===== src/rtl/id_stage_pipe.sv =====
`default_nettype none
// ============================================================================
// Module      : id_stage_pipe
// Description : Registered, handshaked RV32I decode stage. Decodes the base
//               integer formats, resolves operands with EX/WB forwarding,
//               stalls on load-use hazards and counts stall cycles.
// Revision    : 1.0 - initial release
// ============================================================================
module id_stage_pipe #(
    parameter int XLEN   = 32,
    parameter bit EN_FWD = 1'b1,
    parameter int CNT_W  = 16
) (
    input  logic             clk,
    input  logic             rst,
    input  logic             in_valid_i,
    output logic             in_ready_o,
    input  logic [31:0]      inst_i,
    input  logic [XLEN-1:0]  inst_addr_i,
    input  logic             flush_i,
    output logic [4:0]       rs1_addr_o,
    output logic [4:0]       rs2_addr_o,
    input  logic [XLEN-1:0]  rs1_data_i,
    input  logic [XLEN-1:0]  rs2_data_i,
    input  logic             ex_wen_i,
    input  logic [4:0]       ex_rd_i,
    input  logic [XLEN-1:0]  ex_data_i,
    input  logic             ex_load_i,
    input  logic             wb_wen_i,
    input  logic [4:0]       wb_rd_i,
    input  logic [XLEN-1:0]  wb_data_i,
    output logic             out_valid_o,
    input  logic             out_ready_i,
    output logic [31:0]      inst_o,
    output logic [XLEN-1:0]  inst_addr_o,
    output logic [XLEN-1:0]  op1_o,
    output logic [XLEN-1:0]  op2_o,
    output logic [XLEN-1:0]  imm_o,
    output logic [4:0]       rd_addr_o,
    output logic             reg_wen_o,
    output logic             illegal_o,
    output logic [CNT_W-1:0] stall_cnt_o
);

    localparam logic [6:0] c_OP_LUI    = 7'b0110111;
    localparam logic [6:0] c_OP_AUIPC  = 7'b0010111;
    localparam logic [6:0] c_OP_JAL    = 7'b1101111;
    localparam logic [6:0] c_OP_JALR   = 7'b1100111;
    localparam logic [6:0] c_OP_BRANCH = 7'b1100011;
    localparam logic [6:0] c_OP_LOAD   = 7'b0000011;
    localparam logic [6:0] c_OP_STORE  = 7'b0100011;
    localparam logic [6:0] c_OP_IMM    = 7'b0010011;
    localparam logic [6:0] c_OP_REG    = 7'b0110011;

    logic [6:0]      w_opcode;
    logic [2:0]      w_funct3;
    logic [4:0]      w_rs1_field;
    logic [4:0]      w_rs2_field;
    logic [4:0]      w_rd_field;
    logic [XLEN-1:0] w_imm_i, w_imm_s, w_imm_b, w_imm_u, w_imm_j, w_shamt;
    logic [XLEN-1:0] w_rs1_val, w_rs2_val;
    logic            w_use_rs1, w_use_rs2, w_writes, w_illegal;
    logic [XLEN-1:0] w_op1, w_op2, w_imm;
    logic [4:0]      w_rd;
    logic            w_wen;
    logic            w_hazard;
    logic            w_capture;

    logic             r_valid;
    logic [31:0]      r_inst;
    logic [XLEN-1:0]  r_addr, r_op1, r_op2, r_imm;
    logic [4:0]       r_rd;
    logic             r_wen, r_illegal;
    logic [CNT_W-1:0] r_stall_cnt;

    assign w_opcode    = inst_i[6:0];
    assign w_funct3    = inst_i[14:12];
    assign w_rs1_field = inst_i[19:15];
    assign w_rs2_field = inst_i[24:20];
    assign w_rd_field  = inst_i[11:7];

    assign w_imm_i = XLEN'($signed(inst_i[31:20]));
    assign w_imm_s = XLEN'($signed({inst_i[31:25], inst_i[11:7]}));
    assign w_imm_b = XLEN'($signed({inst_i[31], inst_i[7], inst_i[30:25], inst_i[11:8], 1'b0}));
    assign w_imm_u = XLEN'($signed({inst_i[31:12], 12'h000}));
    assign w_imm_j = XLEN'($signed({inst_i[31], inst_i[19:12], inst_i[20], inst_i[30:21], 1'b0}));
    assign w_shamt = XLEN'(inst_i[24:20]);

    // Operand resolution uses the raw register fields; the decoder only routes
    // a resolved value when that register is actually read by the format.
    // EX wins over WB, and a load still in EX cannot forward its data yet.
    assign w_rs1_val = (w_rs1_field == 5'd0) ? '0 :
                       (EN_FWD && ex_wen_i && !ex_load_i && ex_rd_i == w_rs1_field) ? ex_data_i :
                       (EN_FWD && wb_wen_i && wb_rd_i == w_rs1_field) ? wb_data_i : rs1_data_i;
    assign w_rs2_val = (w_rs2_field == 5'd0) ? '0 :
                       (EN_FWD && ex_wen_i && !ex_load_i && ex_rd_i == w_rs2_field) ? ex_data_i :
                       (EN_FWD && wb_wen_i && wb_rd_i == w_rs2_field) ? wb_data_i : rs2_data_i;

    // Decode the incoming instruction into register usage, operands and immediate.
    always_comb begin
        w_use_rs1 = 1'b0;
        w_use_rs2 = 1'b0;
        w_writes  = 1'b0;
        w_illegal = 1'b0;
        w_op1     = '0;
        w_op2     = '0;
        w_imm     = '0;
        case (w_opcode)
            c_OP_IMM: begin
                w_use_rs1 = 1'b1;
                w_writes  = 1'b1;
                w_imm     = w_imm_i;
                w_op1     = w_rs1_val;
                w_op2     = (w_funct3 == 3'b001 || w_funct3 == 3'b101) ? w_shamt : w_imm_i;
            end
            c_OP_REG: begin
                w_use_rs1 = 1'b1;
                w_use_rs2 = 1'b1;
                w_writes  = 1'b1;
                w_op1     = w_rs1_val;
                w_op2     = w_rs2_val;
            end
            c_OP_BRANCH: begin
                if (w_funct3 == 3'b010 || w_funct3 == 3'b011) begin
                    w_illegal = 1'b1;
                end else begin
                    w_use_rs1 = 1'b1;
                    w_use_rs2 = 1'b1;
                    w_imm     = w_imm_b;
                    w_op1     = w_rs1_val;
                    w_op2     = w_rs2_val;
                end
            end
            c_OP_LOAD: begin
                if (w_funct3 == 3'b011 || w_funct3 == 3'b110 || w_funct3 == 3'b111) begin
                    w_illegal = 1'b1;
                end else begin
                    w_use_rs1 = 1'b1;
                    w_writes  = 1'b1;
                    w_imm     = w_imm_i;
                    w_op1     = w_rs1_val;
                    w_op2     = w_imm_i;
                end
            end
            c_OP_STORE: begin
                if (w_funct3[2] || w_funct3 == 3'b011) begin
                    w_illegal = 1'b1;
                end else begin
                    w_use_rs1 = 1'b1;
                    w_use_rs2 = 1'b1;
                    w_imm     = w_imm_s;
                    w_op1     = w_rs1_val;
                    w_op2     = w_rs2_val;
                end
            end
            c_OP_JAL: begin
                w_writes = 1'b1;
                w_imm    = w_imm_j;
                w_op1    = w_imm_j;
            end
            c_OP_JALR: begin
                if (w_funct3 != 3'b000) begin
                    w_illegal = 1'b1;
                end else begin
                    w_use_rs1 = 1'b1;
                    w_writes  = 1'b1;
                    w_imm     = w_imm_i;
                    w_op1     = w_rs1_val;
                    w_op2     = w_imm_i;
                end
            end
            c_OP_LUI: begin
                w_writes = 1'b1;
                w_imm    = w_imm_u;
                w_op1    = w_imm_u;
            end
            c_OP_AUIPC: begin
                w_writes = 1'b1;
                w_imm    = w_imm_u;
                w_op1    = w_imm_u;
                w_op2    = inst_addr_i;
            end
            default: w_illegal = 1'b1;
        endcase
    end

    assign rs1_addr_o = w_use_rs1 ? w_rs1_field : 5'd0;
    assign rs2_addr_o = w_use_rs2 ? w_rs2_field : 5'd0;

    // Writes to x0 are dropped entirely, so rd is reported as 0 as well.
    assign w_wen = w_writes && (w_rd_field != 5'd0);
    assign w_rd  = w_wen ? w_rd_field : 5'd0;

    // Unused read addresses are 0 and ex_rd must be non-zero, so comparing
    // against both address outputs only matches registers really read.
    assign w_hazard = in_valid_i && ex_load_i && ex_wen_i && (ex_rd_i != 5'd0) &&
                      ((ex_rd_i == rs1_addr_o) || (ex_rd_i == rs2_addr_o));

    assign in_ready_o = (!r_valid || out_ready_i) && !w_hazard;
    assign w_capture  = in_valid_i && in_ready_o;

    // Output bundle register: flush beats capture, capture beats drain.
    always_ff @(posedge clk or posedge rst) begin
        if (rst) begin
            r_valid   <= 1'b0;
            r_inst    <= '0;
            r_addr    <= '0;
            r_op1     <= '0;
            r_op2     <= '0;
            r_imm     <= '0;
            r_rd      <= '0;
            r_wen     <= 1'b0;
            r_illegal <= 1'b0;
        end else if (flush_i) begin
            r_valid <= 1'b0;
        end else if (w_capture) begin
            r_valid   <= 1'b1;
            r_inst    <= inst_i;
            r_addr    <= inst_addr_i;
            r_op1     <= w_op1;
            r_op2     <= w_op2;
            r_imm     <= w_imm;
            r_rd      <= w_rd;
            r_wen     <= w_wen;
            r_illegal <= w_illegal;
        end else if (out_ready_i) begin
            r_valid <= 1'b0;
        end
    end

    // Saturating count of load-use stall cycles; unaffected by flush.
    always_ff @(posedge clk or posedge rst) begin
        if (rst) begin
            r_stall_cnt <= '0;
        end else if (w_hazard && (r_stall_cnt != {CNT_W{1'b1}})) begin
            r_stall_cnt <= r_stall_cnt + CNT_W'(1);
        end
    end

    assign out_valid_o = r_valid;
    assign inst_o      = r_inst;
    assign inst_addr_o = r_addr;
    assign op1_o       = r_op1;
    assign op2_o       = r_op2;
    assign imm_o       = r_imm;
    assign rd_addr_o   = r_rd;
    assign reg_wen_o   = r_wen;
    assign illegal_o   = r_illegal;
    assign stall_cnt_o = r_stall_cnt;

endmodule
`default_nettype wire

===== config.mk =====
export PLATFORM = sky130hd
export DESIGN_NAME = id_stage_pipe
export DESIGN_NICKNAME = d
export VERILOG_FILES = /design/src/rtl/id_stage_pipe.sv
export SDC_FILE = /design/constraint.sdc
export NUM_CORES = 1
export LEC_CHECK = 0
export CAP_MARGIN = 40
export CORE_MARGIN = 1.5
export CORE_UTILIZATION = 45
export DETAILED_ROUTE_END_ITERATION = 8
export PLACE_DENSITY = 0.81
export SYNTH_ARGS = -nofsm -noshare
export SYNTH_HDL_FRONTEND = slang
export SYNTH_SLANG_ARGS = --single-unit

===== constraint.sdc =====
create_clock -name clk -period 8 [get_ports clk]
set_clock_uncertainty 0.15 [all_clocks]
set_input_delay 1.6 -clock clk [delete_from_list [all_inputs] [get_ports clk]]
set_output_delay 1.6 -clock clk [all_outputs]
set_load 0.02 [all_outputs]

* Word level (Yosys, flattened, before mapping) *
Cells that the tools add are included.

cells by class
  equality and inequality tests = 22
  reductions and logical operators = 33
  muxes and demuxes = 38
  bitwise gates (word level) = 1
  add/subtract/negate cells = 1

operators by type and width
  operator               number
  $pmux 32 s7            3
  $mux 32                17
  $eq 5x5->1             6
  $eq 7x6->1 const B     3
  $eq 7x7->1 const B     3
  $add 16x1->16 const B  1
  $ne 16x16->1 const B   1
  $mux 5                 3
  $eq 7x5->1 const B     2
  $logic_and 1x1->1      13
  $mux 1                 11
  $logic_not 5->1        2
  $pmux 1 s5             2
  $reduce_bool 5->1      2
  $eq 3x3->1 const B     3
  $eq 7x2->1 const B     1
  $logic_or 1x1->1       7
  $eq 3x2->1 const B     2
  $pmux 1 s3             2
  $reduce_bool 3->1      2
  $reduce_or 5->1        1
  $reduce_or 2->1        2
  $eq 3x1->1 const B     1
  $logic_not 1->1        3
  2 further kinds        2

word-level totals
  register bits = 184
  output and inout port bits = 195
  word-level logic and storage cells = 105
  input bits = 210

* Depth between registers and ports, before layout *
Gate-level depths: netlist of run 1.

  word-level depth = 14
  depth in mapped cells = 12
  gate-level depth less buffers = 8

* Worst setup path after synthesis of run 1 *
Ideal clock, no wire load.

  path kind = input to output
  start = in inst_i[12]
  end = out in_ready_o
  buffers on the path = 3
  stages = 10
  required time = 6.250 ns
  setup slack = 2.810 ns
  arrival time = 3.440 ns
  path through = buf_2 o21ba_2 a2111oi_1 a41o_1 or2_1 buf_4 mux2i_2 buf_4 o21a_1 nor2_1

between the ends
  word-level cells in the longest chain between the ends = 11
  elaborated cells on any way between the ends = 23
  those cells by class = 6 x eq/ne; 8 x mux; 9 x reduce/logical

RTL lines
  what                                             line           text
  from (decl)                                      18             input logic [31:0] inst_i,
  $eq 3x2->1 / $eq 3x3->1 (equally long branches)  124, 135, 146
  $logic_or 1x1->1 (2 in series)                   135            if (w_funct3 == 3'b011 || w_funct3 == 3'b110 || w_funct3 == 3'b111) begin
  $mux 1                                           135
  $pmux 1 s5                                       108            case (w_opcode)
  $mux 5                                           187            assign rs1_addr_o = w_use_rs1 ? w_rs1_field : 5'd0;
  $eq 5x5->1                                       197            ((ex_rd_i == rs1_addr_o) || (ex_rd_i == rs2_addr_o));
  $logic_or 1x1->1 (*)                             197
  $logic_and 1x1->1 (*)                            196            assign w_hazard = in_valid_i && ex_load_i && ex_wen_i && (ex_rd_i != 5'd0) &&
  $logic_not 1->1 (*)                              199            assign in_ready_o = (!r_valid || out_ready_i) && !w_hazard;
  $logic_and 1x1->1 (*)                            199
  to (decl)                                        17             output logic in_ready_o,

Every way passes the cells marked *; elsewhere a longest branch is shown, timed or not.

* Worst setup path in the final report of run 1 *
  start = in inst_i[14]
  end = out in_ready_o

The elaborated chain is that of the path after synthesis.

==> results of run 1 <==
## state kept, by name, indices dropped and copies added (netlist names)
signal and flops:
imm_o 32, op1_o 32, inst_o 32, illegal_o 1, reg_wen_o 1, inst_addr_o 32
stall_cnt_o 16, op2_o 32, out_valid_o 1, rd_addr_o 5
## kinds of logic after synthesis
| group | synth area share [%] |
|---|---|
| buffers and inverters | 5.87 |
| AOI/OAI and AO/OA | 11.6 |
| xor gates and xnor gates | 2.66 |
| adders and majority gates | 0.207 |
| muxes | 28.1 |
| DFF | 42.3 |
| and+or+nand+nor | 9.25 |
## cells in the mapped netlist (all sizes together), types with 2 or more instances
master / n / area (sq um)
xnor2: 20 / 175
nand2b: 2 / 12.5
a31oi: 2 / 27.5
o211ai: 29 / 218
clkbuf: 40 / 150
a21oi: 27 / 139
a211oi: 24 / 180
buf: 35 / 379
nand4: 7 / 43.8
and4: 6 / 52.6
a222oi: 9 / 90.1
mux2: 179 / 2430
or2: 6 / 37.5
or4: 2 / 15.0
inv: 29 / 109
nand2: 81 / 304
o2111ai: 4 / 35.0
o21a: 3 / 22.5
a21o: 4 / 30.0
dfrtp: 184 / 4600
nor2: 23 / 86.3
xor2: 13 / 114
a22oi: 4 / 30.0
mux2i: 62 / 624
a2111oi: 2 / 18.8
nand3: 4 / 32.5
nor4: 5 / 31.3
and2: 12 / 75.1
a22o: 6 / 52.6
nor3: 4 / 20.0
o21ai: 63 / 315
and3: 11 / 68.8
nor2b: 26 / 170
## layout make-up
class | instances | area [sq um]
Sequential cell | 184 | 4600
Antenna cell | 1 | 2.50
Inverter | 29 | 116
Multi-Input combinational cell | 660 | 5660
Clock buffer | 17 | 425
Fill cell | 1850 | 7950
Clock inverter | 15 | 181
Tap cell | 319 | 399
Timing Repair Buffer | 421 | 4280
## critical path: cells and delay by family
| kind | cells | cell delay (ps) |
|---|---|---|
| AND/OR/NAND/NOR | 2 | 570 |
| buffers and inverters | 3 | 1400 |
| AO/OA/AOI/OAI | 4 | 1050 |
| multiplexers | 1 | 120 |
## path summary, 6_finish.rpt
kind	startpoint	endpoint	slack, ps	cells after the start
worst max-delay path	inst_i[14]	in_ready_o	1490	10
worst min-delay path	stall_cnt_o[15]$_DFFE_PP0P_	stall_cnt_o[15]$_DFFE_PP0P_	350	1
worst max register to register	out_valid_o$_DFFE_PP0P_	op1_o[0]$_DFFE_PP0P_	5470	5
worst min register to register	stall_cnt_o[15]$_DFFE_PP0P_	stall_cnt_o[15]$_DFFE_PP0P_	350	1
max in group asynchronous	rst	op1_o[21]$_DFFE_PP0P_	4760	4
min in group asynchronous	rst	stall_cnt_o[5]$_DFFE_PP0P_	1390	2
## power groups by stage
stage               combinational (mW)  clock [mW]  sequential [mW]
floorplan                        0.217           0             1.15
global placement                 0.615           0             1.06
detailed placement               0.626           0             1.06
CTS                              0.629       0.903             1.04
global route                     0.660       0.938             1.05
finish                           0.627       0.892             1.05
## cell usage in the layout (no fill, tap or decap), types with 4 or more instances in the layout
| master | instances |
|---|---|
| clkbuf_16 | 17 |
| xor2_1 | 13 |
| mux2_2 | 69 |
| or2_2 | 4 |
| mux2i_1 | 61 |
| xnor2_1 | 20 |
| o2111ai_1 | 4 |
| o21ai_0 | 58 |
| inv_1 | 28 |
| and4_1 | 6 |
| buf_4 | 10 |
| nand2_1 | 81 |
| inv_8 | 4 |
| a22oi_1 | 4 |
| nor4_1 | 5 |
| and3_1 | 9 |
| clkdlybuf4s50_1 | 404 |
| nor2b_1 | 24 |
| nor3_1 | 4 |
| a222oi_1 | 9 |
| a21o_1 | 4 |
| a21oi_1 | 26 |
| mux2_4 | 110 |
| o211ai_1 | 29 |
| a211oi_1 | 24 |
| a22o_1 | 6 |
| dfrtp_1 | 184 |
| and2_1 | 12 |
| nand4_1 | 7 |
| nor2_1 | 23 |
| inv_6 | 4 |
## metal layers
| layer | GRT usage, % | vias up |
|---|---|---|
| met4 | 13.9 | 0 |
| met3 | 6.86 | 83 |
| met5 | 0 | - |
| met1 | 38.4 | 4678 |
| li1 | - | 4148 |
| met2 | 51.1 | 454 |
## metrics by stage
step | setup WS [ps] | instances | area, sq um | power, mW | hold WS (ps)
after floorplan | 1250 | 948 | 10900 | 1.36 | 444
after global placement | 1580 | 1607 | 14900 | 1.67 | 334
after detailed placement | 1520 | 1613 | 15100 | 1.69 | 341
after CTS | 1510 | 1645 | 15700 | 2.58 | 358
after global routing | 1360 | 1646 | 15700 | 2.65 | 372
final | 1490 | 1646 | 15700 | 2.57 | 351
==> impl_metrics.env, run 1 <==
export IMPL_outcome="finished, final reports clean"
export IMPL_highest_layer="met4"
export IMPL_critical_path_peak_fanout=16
export IMPL_cpPeakStageDelay_ps=620
export IMPL_antenna_found_initial=1
export IMPL_h_tree_depth=4
export IMPL_synth_flop_cell="dfrtp_1"
export IMPL_post_cts_buffers=0
export IMPL_endpoint_kind="output port"
export IMPL_final_util_pct=66.4
export IMPL_fin_crit_ps=6510
export IMPL_met3_length_mm=2.88
export IMPL_slew_violations=0
export IMPL_clkPwrFrac_pct=34.8
export IMPL_synthArstFlopShare_pct=100
export IMPL_synth_avg_cell_area_sq_um=11.5
export IMPL_power_density_mw_per_mm2=164
export IMPL_wl_met1_mm=15.6
export IMPL_first_iter_violations=607
export IMPL_hold_path_class="register to register"
export IMPL_cts_clk_slew_worst_paths_ps=80
export IMPL_start_util_pct=46.1
export IMPL_crit_path_top_delay_cell="clkdlybuf4s50_1"
export IMPL_port_buffers=404
export IMPL_p_leak_nw=7.06
export IMPL_rsz0062_at_grt="no"
export IMPL_ir_worst_vdd_v=0.000164
export IMPL_drc=0
export IMPL_syn_cell_area_sq_mm=0.0109
export IMPL_place_hpwl_mm=28.8
export IMPL_cts_sinks=184
export IMPL_cts_tree="built"
export IMPL_synthCells=948
export IMPL_first_pass_iters=5
export IMPL_synth_nets=1159
export IMPL_dr_total_vias=9363
export IMPL_met2_length_mm=18.8
export IMPL_ios=405
export IMPL_tns_ps=0
export IMPL_avgViaCountPerCell=5.69
export IMPL_grt_pass1_vias=9535
export IMPL_worst_slew_pin_slew_ps=836
export IMPL_post_route_period_util_pct=81.4
export IMPL_drt_total_wl_mm=38.7
export IMPL_switchingPower_uw=751
export IMPL_drv_cap=0
export IMPL_crit_type="input pin to output port"
export IMPL_post_drt_wl_per_cell_um=23.5
export IMPL_die_area_sq_mm=0.0251
export IMPL_grt_max_degree=98
export IMPL_die_w_um=158
export IMPL_dieHeight_um=158
export IMPL_cts_resized=0
export IMPL_drive_gt1_share_pct=18.5
export IMPL_required_ps=6250
export IMPL_yosys_warnings=0
export IMPL_relSlewSlack_pct=44.3
export IMPL_ys_ff_latch=184
export IMPL_grt_ovfl_total=0
export IMPL_hold_viol_final=0
export IMPL_insertion_delay_ps=430
export IMPL_setup_viol=0
export IMPL_power_frac_comb_pct=24.5
export IMPL_nets=1524
export IMPL_synth_cell_types=67
export IMPL_critPathLaunchType="input pin"
export IMPL_intPower_mw=1.81
export IMPL_seqPwrFrac_pct=40.8
export IMPL_grt_use_total_pct=30.8
export IMPL_switching_share_pct=29.3
export IMPL_syn_to_final_growth_pct=44.1
export IMPL_cts_root_buf="clkbuf_16"
export IMPL_crit_arrival_ps=4760
export IMPL_grt_pass1_wl_mm=57.4
export IMPL_cpMostUsedCell="clkdlybuf4s50_1"
export IMPL_synth_enable_flop_cells=0
export IMPL_clock_path_buffers=2
export IMPL_row_count=56
export IMPL_ctsHoldBuffers=0
export IMPL_core_area_sq_mm=0.0236
export IMPL_seq_area_frac_synth_pct=42.3
export IMPL_gp_congestion=0.872
export IMPL_drtAntennaViolNets=0
export IMPL_cts_buffers=17
export IMPL_cp_cell_sequence="clkdlybuf4s50_1, o21ba_2, a2111oi_1, a41o_1, or2_1, mux2i_2, buf_4, o21a_1, nor2_1, clkdlybuf4s50_1"
export IMPL_fmax_mhz=154
(Power assumes the default switching activity.)
==> inputs of run 2 (changes only) <==
==> constraint.sdc (replaced) <==
create_clock -name clk -period 6.45 [get_ports clk]
set_clock_uncertainty 0.15 [all_clocks]
set_input_delay 1.29 -clock clk [delete_from_list [all_inputs] [get_ports clk]]
set_output_delay 1.29 -clock clk [all_outputs]
set_load 0.02 [all_outputs]
==> run 2 against run 1 <==
- largest power group unchanged
- final cell count is 0.55% higher
- critical endpoint unchanged
- combinational power rose by 25%
- critical path type unchanged
- via count rose by 0.30%
- register-to-register slack got worse by 1500 ps
- core utilization increased by 0.21 points
- clock power is 22% higher
==> impl_metrics.env, run 2 (same netlist as run 1, synthesis figures left out) <==
export IMPL_required_ps=5010
export IMPL_h_tree_depth=4
export IMPL_cts_resized=0
export IMPL_ios=405
export IMPL_cts_tree="built"
export IMPL_tns_ps=0
export IMPL_gp_congestion=0.979
export IMPL_die_area_sq_mm=0.0251
export IMPL_grt_pass1_wl_mm=57.0
export IMPL_post_drt_wl_per_cell_um=23.4
export IMPL_crit_path_top_delay_cell="clkdlybuf4s50_1"
export IMPL_drc=0
export IMPL_grt_max_degree=121
export IMPL_cts_clk_slew_worst_paths_ps=80
export IMPL_crit_type="input pin to output port"
export IMPL_switching_share_pct=29.8
export IMPL_cp_cell_sequence="clkdlybuf4s50_1, o21ba_2, nor2_1, o211ai_1, a21oi_1, and3_1, o21a_1, nor2_1, clkdlybuf4s50_1"
export IMPL_hold_viol_final=0
export IMPL_power_mw=3.17
export IMPL_first_pass_iters=7
export IMPL_stdcell_area_sq_mm=0.0157
export IMPL_post_cts_buffers=0
export IMPL_multiInputGateArea_sq_mm=0.00566
export IMPL_r2r_start="out_valid_o$_DFFE_PP0P_"
export IMPL_rrSetupSlack_ps=4010
export IMPL_worst_slew_pin_slew_ps=821
export IMPL_nets=1532
export IMPL_slew_violations=0
export IMPL_regArea_sq_mm=0.00460
export IMPL_power_density_mw_per_mm2=202
export IMPL_final_cell_mix="clkdlybuf4s50_1 (404), dfrtp_1 (184), mux2_4 (110), nand2_1 (81), mux2_2 (69)"
export IMPL_die_w_um=158
export IMPL_critPathLaunchType="input pin"
export IMPL_syn_to_final_growth_pct=44.5
export IMPL_endpoint_kind="output port"
export IMPL_r2r_cells=6
export IMPL_seqPwrFrac_pct=41.0
export IMPL_dieHeight_um=158
export IMPL_start_util_pct=46.1
export IMPL_fmax_mhz=173
export IMPL_cts_buffers=17
export IMPL_power_frac_comb_pct=24.7
export IMPL_post_route_period_util_pct=89.6
export IMPL_row_count=56
export IMPL_ctsHoldBuffers=0
export IMPL_drtAntennaViolNets=0
export IMPL_rsz0062_at_grt="no"
export IMPL_clock_path_buffers=2
export IMPL_grt_pass1_vias=9518
export IMPL_intPower_mw=2.22
export IMPL_outcome="finished, final reports clean"
export IMPL_dr_total_vias=9391
export IMPL_insertion_delay_ps=420
export IMPL_place_hpwl_mm=28.7
export IMPL_cpPeakStageDelay_ps=590
export IMPL_avgViaCountPerCell=5.67
export IMPL_setup_viol=0
export IMPL_placed_area_sq_mm=0.0151
export IMPL_rr_endpoint="inst_addr_o[7]$_DFFE_PP0P_"
export IMPL_setup_worst_path_start="inst_i[14]"
export IMPL_port_buffers=404
export IMPL_clkPwrFrac_pct=34.4
export IMPL_drt_total_wl_mm=38.7
export IMPL_cts_root_buf="clkbuf_16"
export IMPL_grt_ovfl_total=0
export IMPL_ir_worst_vdd_v=0.000169
export IMPL_antenna_found_initial=1
export IMPL_critical_path_peak_fanout=15
export IMPL_cp_endpoint="in_ready_o"
export IMPL_layout_commonest_cell="clkdlybuf4s50_1"
export IMPL_fin_hold_ws_ps=346
export IMPL_fin_crit_ps=5780
export IMPL_relSlewSlack_pct=45.3
export IMPL_drive_gt1_share_pct=19.0
export IMPL_first_iter_violations=698
export IMPL_hold_path_class="register to register"
export IMPL_fillCellCount=1864
export IMPL_crit_arrival_ps=4340
export IMPL_cts_sinks=184
export IMPL_grt_use_total_pct=30.6
export IMPL_p_leak_nw=7.11
export IMPL_drv_cap=0
export IMPL_switchingPower_uw=943
export IMPL_core_area_sq_mm=0.0236
export IMPL_final_util_pct=66.6
[run 2: worst min path at each step]
stage	start	endpoint	slack (ps)	depth (start not counted)
after floorplan	stall_cnt_o[15]$_DFFE_PP0P_	stall_cnt_o[15]$_DFFE_PP0P_	440	1
after CTS	stall_cnt_o[15]$_DFFE_PP0P_	stall_cnt_o[15]$_DFFE_PP0P_	350	1
after global placement	stall_cnt_o[15]$_DFFE_PP0P_	stall_cnt_o[15]$_DFFE_PP0P_	330	1
final	stall_cnt_o[15]$_DFFE_PP0P_	stall_cnt_o[15]$_DFFE_PP0P_	350	1
after global routing	stall_cnt_o[15]$_DFFE_PP0P_	stall_cnt_o[15]$_DFFE_PP0P_	360	1
after detailed placement	stall_cnt_o[15]$_DFFE_PP0P_	stall_cnt_o[15]$_DFFE_PP0P_	340	1
[run 2: metal layers]
layer	GRT usage (%)	vias up	wire (um)
li1	-	4182	-
met1	37.9	4670	15800
met2	51.6	450	18600
met3	6.26	89	2740
met4	13.1	0	1600
met5	0	-	0
[run 2: final cells by class]
| cell class | instances | share of cell area [%] |
|---|---|---|
| Antenna cell | 2 | 0.0318 |
| Clock buffer | 17 | 2.71 |
| Clock inverter | 15 | 1.15 |
| Inverter | 29 | 0.740 |
| Multi-Input combinational cell | 660 | 36.0 |
| Sequential cell | 184 | 29.3 |
| Tap cell | 319 | 2.54 |
| Timing Repair Buffer | 429 | 27.5 |
[run 2: critical path: cells and delay by family]
family,cells,cell delay [ps]
simple gates,3,940
compound gates,4,970
buf+inv,2,1130
[run 2: power by group through the flow]
stage	Combinational, mW	Clock (mW)	Sequential (mW)
after floorplan	0.269	0	1.42
after global placement	0.764	0	1.31
after detailed placement	0.779	0	1.32
after CTS	0.783	1.11	1.30
after global routing	0.821	1.15	1.31
final	0.782	1.09	1.30
[run 2: per-stage QoR]
stage / instances / worst slack (ps)
after floorplan: 948 / 9.63
after global placement: 1616 / 880
after detailed placement: 1621 / 767
after CTS: 1653 / 754
after global routing: 1654 / 537
final: 1655 / 671
